**src/rtl/spike_event_scheduler_if.sv**
```systemverilog
// Handshake bundle between the four direction request channels, the event
// queue head consumer and the stall interrupt logic of spike_event_scheduler.
interface spike_event_scheduler_if #(
  parameter int WEIGHT_W   = 16,
  parameter int FIFO_DEPTH = 8
);
  localparam int CW = $clog2(FIFO_DEPTH) + 1;

  logic                  enable;
  logic [3:0]            req_valid;
  logic [4*WEIGHT_W-1:0] req_weight;
  logic [3:0]            req_ready;
  logic                  out_valid;
  logic [1:0]            out_dir;
  logic [WEIGHT_W-1:0]   out_weight;
  logic                  out_ready;
  logic [CW-1:0]         fifo_count;
  logic                  stall_irq;
  logic                  irq_clear;

  modport master (
    output enable, req_valid, req_weight, out_ready, irq_clear,
    input  req_ready, out_valid, out_dir, out_weight, fifo_count, stall_irq
  );

  modport slave (
    input  enable, req_valid, req_weight, out_ready, irq_clear,
    output req_ready, out_valid, out_dir, out_weight, fifo_count, stall_irq
  );
endinterface

```
**src/rtl/spike_event_scheduler.sv**
```systemverilog
// Round-robin arbiter over four direction channels feeding a FWFT event queue,
// with a sticky starvation interrupt. Define SPIKE_COALESCE_EN to merge same-direction tail events.
module spike_event_scheduler #(
  parameter int WEIGHT_W    = 16,
  parameter int FIFO_DEPTH  = 8,
  parameter int STALL_LIMIT = 64
) (
  input logic                   clk,
  input logic                   rst,
  spike_event_scheduler_if.slave bus
);
  localparam int AW = $clog2(FIFO_DEPTH);
  localparam int CW = AW + 1;
  localparam int SW = $clog2(STALL_LIMIT + 1);

  typedef struct packed {
    logic [1:0]          dir;
    logic [WEIGHT_W-1:0] weight;
  } evt_t;

  evt_t               mem [FIFO_DEPTH];
  logic [AW-1:0]      wr_ptr, rd_ptr, tail_ptr;
  logic [CW-1:0]      count;
  logic [1:0]         rr_ptr;
  logic [SW-1:0]      stall_cnt;
  logic               irq;

  logic               win_found, full, pop, push, grant, merge, accept;
  logic [1:0]         win;
  logic [WEIGHT_W-1:0] win_weight, merged_weight;
  logic [WEIGHT_W:0]  sum;

  // Lowest rotated offset from rr_ptr wins; scan high-to-low so it is written last.
  always_comb begin
    logic [1:0] idx;
    idx       = '0;
    win_found = 1'b0;
    win       = rr_ptr;
    for (int i = 3; i >= 0; i--) begin
      idx = rr_ptr + 2'(i);
      if (bus.req_valid[idx]) begin
        win_found = 1'b1;
        win       = idx;
      end
    end
  end

  assign win_weight = bus.req_weight[win*WEIGHT_W +: WEIGHT_W];
  assign full       = (count == CW'(FIFO_DEPTH));
  assign pop        = bus.out_valid && bus.out_ready;
  assign tail_ptr   = wr_ptr - AW'(1);
  assign sum        = {1'b0, mem[tail_ptr].weight} + {1'b0, win_weight};
  assign merged_weight = sum[WEIGHT_W] ? {WEIGHT_W{1'b1}} : sum[WEIGHT_W-1:0];

`ifdef SPIKE_COALESCE_EN
  // A lone entry that is leaving this cycle must not absorb the new event.
  assign merge  = win_found && (count != '0) && (mem[tail_ptr].dir == win) &&
                  ((count >= CW'(2)) || !pop);
  assign accept = !full || merge;
`else
  assign merge  = 1'b0;
  assign accept = !full;
`endif

  assign grant         = bus.enable && !rst && win_found && accept;
  assign push          = grant && !merge;
  assign bus.req_ready = grant ? (4'b0001 << win) : 4'b0000;

  assign bus.out_valid  = (count != '0);
  assign bus.out_dir    = bus.out_valid ? mem[rd_ptr].dir    : 2'b00;
  assign bus.out_weight = bus.out_valid ? mem[rd_ptr].weight : '0;
  assign bus.fifo_count = count;
  assign bus.stall_irq  = irq;

  // Storage needs no reset; occupancy and output gating hide stale entries.
  always_ff @(posedge clk) begin
    if (push)
      mem[wr_ptr] <= '{dir: win, weight: win_weight};
    else if (grant && merge)
      mem[tail_ptr].weight <= merged_weight;
  end

  always_ff @(posedge clk) begin
    if (rst) begin
      wr_ptr    <= '0;
      rd_ptr    <= '0;
      count     <= '0;
      rr_ptr    <= 2'd0;
      stall_cnt <= '0;
      irq       <= 1'b0;
    end else begin
      if (push) wr_ptr <= wr_ptr + AW'(1);
      if (pop)  rd_ptr <= rd_ptr + AW'(1);
      case ({push, pop})
        2'b10:   count <= count + CW'(1);
        2'b01:   count <= count - CW'(1);
        default: count <= count;
      endcase
      if (grant) rr_ptr <= win + 2'd1;

      if (|bus.req_valid && full)
        stall_cnt <= (stall_cnt == SW'(STALL_LIMIT)) ? stall_cnt : stall_cnt + SW'(1);
      else
        stall_cnt <= '0;

      if (stall_cnt == SW'(STALL_LIMIT)) irq <= 1'b1;
      else if (bus.irq_clear)            irq <= 1'b0;
    end
  end
endmodule

```
**src/flat_wrapper.sv**
```systemverilog
// flat-port wrapper written by rule: the top's interface ports become plain ports
module spike_event_scheduler_flat 
#(
  parameter int WEIGHT_W    = 16,
  parameter int FIFO_DEPTH  = 8,
  parameter int STALL_LIMIT = 64
)
  (clk, rst, bus_enable, bus_req_valid, bus_req_weight, bus_out_ready, bus_irq_clear, bus_req_ready, bus_out_valid, bus_out_dir, bus_out_weight, bus_fifo_count, bus_stall_irq);
  spike_event_scheduler_if #(.WEIGHT_W(WEIGHT_W), .FIFO_DEPTH(FIFO_DEPTH)) bus_i ();
  input logic clk;
  input logic rst;
  input wire logic [$bits(bus_i.enable)-1:0] bus_enable;
  input wire logic [$bits(bus_i.req_valid)-1:0] bus_req_valid;
  input wire logic [$bits(bus_i.req_weight)-1:0] bus_req_weight;
  input wire logic [$bits(bus_i.out_ready)-1:0] bus_out_ready;
  input wire logic [$bits(bus_i.irq_clear)-1:0] bus_irq_clear;
  output wire logic [$bits(bus_i.req_ready)-1:0] bus_req_ready;
  output wire logic [$bits(bus_i.out_valid)-1:0] bus_out_valid;
  output wire logic [$bits(bus_i.out_dir)-1:0] bus_out_dir;
  output wire logic [$bits(bus_i.out_weight)-1:0] bus_out_weight;
  output wire logic [$bits(bus_i.fifo_count)-1:0] bus_fifo_count;
  output wire logic [$bits(bus_i.stall_irq)-1:0] bus_stall_irq;
  assign bus_i.enable = bus_enable;
  assign bus_i.req_valid = bus_req_valid;
  assign bus_i.req_weight = bus_req_weight;
  assign bus_i.out_ready = bus_out_ready;
  assign bus_i.irq_clear = bus_irq_clear;
  assign bus_req_ready = bus_i.req_ready;
  assign bus_out_valid = bus_i.out_valid;
  assign bus_out_dir = bus_i.out_dir;
  assign bus_out_weight = bus_i.out_weight;
  assign bus_fifo_count = bus_i.fifo_count;
  assign bus_stall_irq = bus_i.stall_irq;
  spike_event_scheduler #(.WEIGHT_W(WEIGHT_W), .FIFO_DEPTH(FIFO_DEPTH), .STALL_LIMIT(STALL_LIMIT)) u_core (.clk(clk), .rst(rst), .bus(bus_i));
endmodule
```
**config.mk**
```make
export PLATFORM = sky130hd
export DESIGN_NAME = spike_event_scheduler_flat
export DESIGN_NICKNAME = d
export VERILOG_FILES = /design/src/rtl/spike_event_scheduler_if.sv /design/src/rtl/spike_event_scheduler.sv /design/src/flat_wrapper.sv
export SDC_FILE = /design/constraint.sdc
export NUM_CORES = 1
export LEC_CHECK = 0
export BUFFER_PORTS_ARGS = -buffer_cell sky130_fd_sc_hd__buf_2
export CAP_MARGIN = 30
export CORE_ASPECT_RATIO = 1.25
export CORE_MARGIN = 2
export CORE_UTILIZATION = 35
export CTS_CLUSTER_DIAMETER = 50
export DETAILED_ROUTE_END_ITERATION = 7
export PLACE_DENSITY_LB_ADDON = 0.05
export SYNTH_ARGS = -nofsm -noshare
export SYNTH_HDL_FRONTEND = slang
export SYNTH_SLANG_ARGS = --single-unit
```
**constraint.sdc**
```tcl
create_clock -name clk -period 4.3 [get_ports clk]
set_input_delay 0.86 -clock clk [delete_from_list [all_inputs] [get_ports clk]]
set_output_delay 0.86 -clock clk [all_outputs]
set_load 0.05 [all_outputs]
```
==> results.md <==
- Clock Skew: 0.00980 ns
- CP delay by family, top: simple AND/OR/NAND/NOR gates
- Crit-path cells: buf_2 -> and3b_1 -> nor4_1 -> or2_1 -> inv_2 -> ha_1 -> and2_1 -> buf_2
- Antenna cell count: 0
- Final count of negative-setup-slack endpoints: 0
- Postcts setup bufs: 0
- Rel. slew slack: 39.4%
- Fin Setup TNS: 0 ns
- EDFF count, synth: 144
- WL/cell: 19.3 µm
- Port buffer count: 100
- First-pass GRT wire length: 25700 µm
- Post-CTS Hold Buffers: 0
- Setup WS pre-CTS: 0.720 ns
- Drt pass-1 iters: 4
- Final HPWL DP: 10300 µm
- Pwr/cell area: 647 nW/µm²
- Fraction of registers with async set/reset: 0%
- Grt total ovfl: 0
- CP max FO: 14
- GRT Total Usage: 16.1%
- Clk sinks: 167
- Yosys reg bits: 167
- Synth Instances: 463
- Row Count: 58
- Die area: 21700 µm²
- Seq pwr share: 37.7%
- P_int: 3520 µW
- Yosys Warn Count: 0
- Clock Power Share: 26.6%
- Initial core utilization: 35.7%
- Worst path max stage delay: 0.54 ns
- Status: finished, final reports clean
- CTS Buf Count: 17
- Root Buffer: clkbuf_16
- Most frequent cell on the critical path: buf_2
- Arr. time, crit path: 2.70 ns
- Worst Slack Setup Final: 0.745 ns
- Switching portion of total power: 36.8%
- Pins Over Slew Limit: 0
- Number of placed I/O pins: 101
- Nets: 654
- Comb power frac: 35.7%
- Die height: 164 µm
- CTS resizes: 0
- H-tree levels: 4
- Sequential share of the synthesized area: 66.4%
- Worst slew pin tran: 0.906 ns
- WHS: 0.486 ns
- R2R Path Start: u_core.bus.fifo_count[2]$_SDFFE_PP0P_
- Syn nets: 547
- Vias in the first global route: 4561
- Die W: 132 µm
- Element type at the critical path end: output port
- Syn-to-layout area delta: 19.8%
- Crit share post-route: 82.7%
- Core Footprint: 20200 µm²
- Worst endpoint required time: 3.44 ns
- Buf/Inv on CP: 3
- Final min period: 3.56 ns
- Routability-driven placement congestion ratio: 0.760
- Fin. Hold Viols: 0
- RSZ-0062 raised after global routing: no
- Critical path origin: bus_req_valid[3]
- Top_reg_cell synth: edfxtp_1
- R2r setup slk: 1.34 ns
- Hold Crit Start: u_core.bus.stall_irq$_SDFFE_PP0P_
- Crit path launch type: input pin
- Initial antenna violation count: 0
- Net Switching: 2050 µW
- Clk pin slew, worst setup/hold paths: 0.06 ns
- Proportion of layout cells with a drive suffix above 1: 32.9%
- Fmax: 281 MHz
- Crit path kind: input pin to output port
- WL final: 16500 µm
- Mapped Area: 7200 µm²
- Hold Crit Class: flip-flop to flip-flop
- Commonest non-fill, non-tap cell in the layout: edfxtp_1
- Antenna Nets Post-Route: 0
- Slowest cell on the critical path: or2_1
- Drt via density: 4.97
- CTS tree: built
- Via Count: 4238
- Unique masters post-synth: 43
- Pin count of the biggest net entering global routing: 37
- Maximum buffer depth of the clock tree: 2
- Max-cap viol count: 0
- Initial DRC count: 279
- Drc violations: 0
- Worst-Skew Late Latency: 0.42 ns
- Leakage Power: 0.00301 µW
- Max VDD drop: 0.602 mV
- Most frequent cells in the layout: edfxtp_1, buf_2, nand2_1
- Mean area per synthesized cell: 15.6 µm²
==> final timing paths <==
check,cells after the start,endpoint
worst max-delay path,8,bus_req_ready[1]
worst min-delay path,2,u_core.bus.stall_irq$_SDFFE_PP0P_
worst max register to register,11,u_core.bus.fifo_count[2]$_SDFFE_PP0P_
worst min register to register,2,u_core.bus.stall_irq$_SDFFE_PP0P_
==> power groups by stage <==
stage               clock network (µW)  registers [µW]  logic, µW
floorplan                            0            2140       1490
global placement                     0            2130       2010
detailed placement                   0            2140       2040
CTS                               1520            2100       2040
global route                      1590            2120       2170
finish                            1480            2100       1990
==> worst min-delay path, stage by stage, from the launching register on <==
cell and delay (ns):
dfxtp_1 0.31, nand2b_1 0.07, a21oi_1 0.06
==> cell families after synthesis <==
kind of cell / Yosys count / synth area share (%)
muxes: 58 / 14.3
AOI/OAI and AO/OA: 47 / 4.33
and+or+nand+nor: 133 / 9.02
DFF: 167 / 66.4
xor gates and xnor gates: 13 / 1.58
adders and majority gates: 11 / 1.91
buffers and inverters: 34 / 2.40
==> flip-flops by register name (all words and copies together) (netlist names), named ones only <==
signal / count
u_core.bus.stall_irq: 1
u_core.stall_cnt: 7
u_core.wr_ptr: 3
u_core.mem: 144
u_core.bus.fifo_count: 4
u_core.rr_ptr: 2
u_core.rd_ptr: 3
==> synthesized netlist by cell type (5+ instances only) <==
| cell type | n | area share [%] |
|---|---|---|
| ha_1 | 11 | 1.9 |
| and2_1 | 5 | 0.43 |
| dfxtp_1 | 23 | 6.4 |
| nand2_1 | 52 | 2.7 |
| xor2_1 | 10 | 1.2 |
| edfxtp_1 | 144 | 60 |
| nor4b_1 | 5 | 0.61 |
| inv_1 | 5 | 0.26 |
| mux4_2 | 36 | 11 |
| a32oi_1 | 16 | 1.9 |
| nor2_1 | 41 | 2.1 |
| buf_4 | 6 | 0.63 |
| buf_2 | 11 | 0.76 |
| mux2i_1 | 22 | 3.1 |
| nand2b_1 | 5 | 0.43 |
| a21oi_1 | 23 | 1.6 |
| clkbuf_1 | 5 | 0.26 |
==> metal layers <==
layer / vias to the layer above / wire (µm) / track usage [%]
li1: 1989 / - / -
met1: 2116 / 7070 / 19.4
met2: 110 / 8440 / 28.6
met3: 23 / 736 / 3.67
met4: 0 / 251 / 5.33
met5: - / 0 / 0
==> per-stage QoR <==
stage	area, µm²	instances	total power, µW	utilization (%)
5_1_grt	8630	853	5880	42.8
6_report	8630	853	5580	42.8
4_1_cts	8630	853	5660	42.8
3_3_place_gp	8050	821	4150	39.9
3_5_place_dp	8050	821	4180	39.9
2_1_floorplan	7200	463	3630	-
==> cell type report <==
type | instances | area (µm²)
Sequential cell | 167 | 4790
Tap cell | 270 | 338
Clock buffer | 25 | 518
Inverter | 7 | 26.3
Multi-Input combinational cell | 262 | 2280
Timing Repair Buffer | 115 | 613
Fill cell | 1890 | 11500
Clock inverter | 7 | 65.1
(Power assumes the default switching activity.)
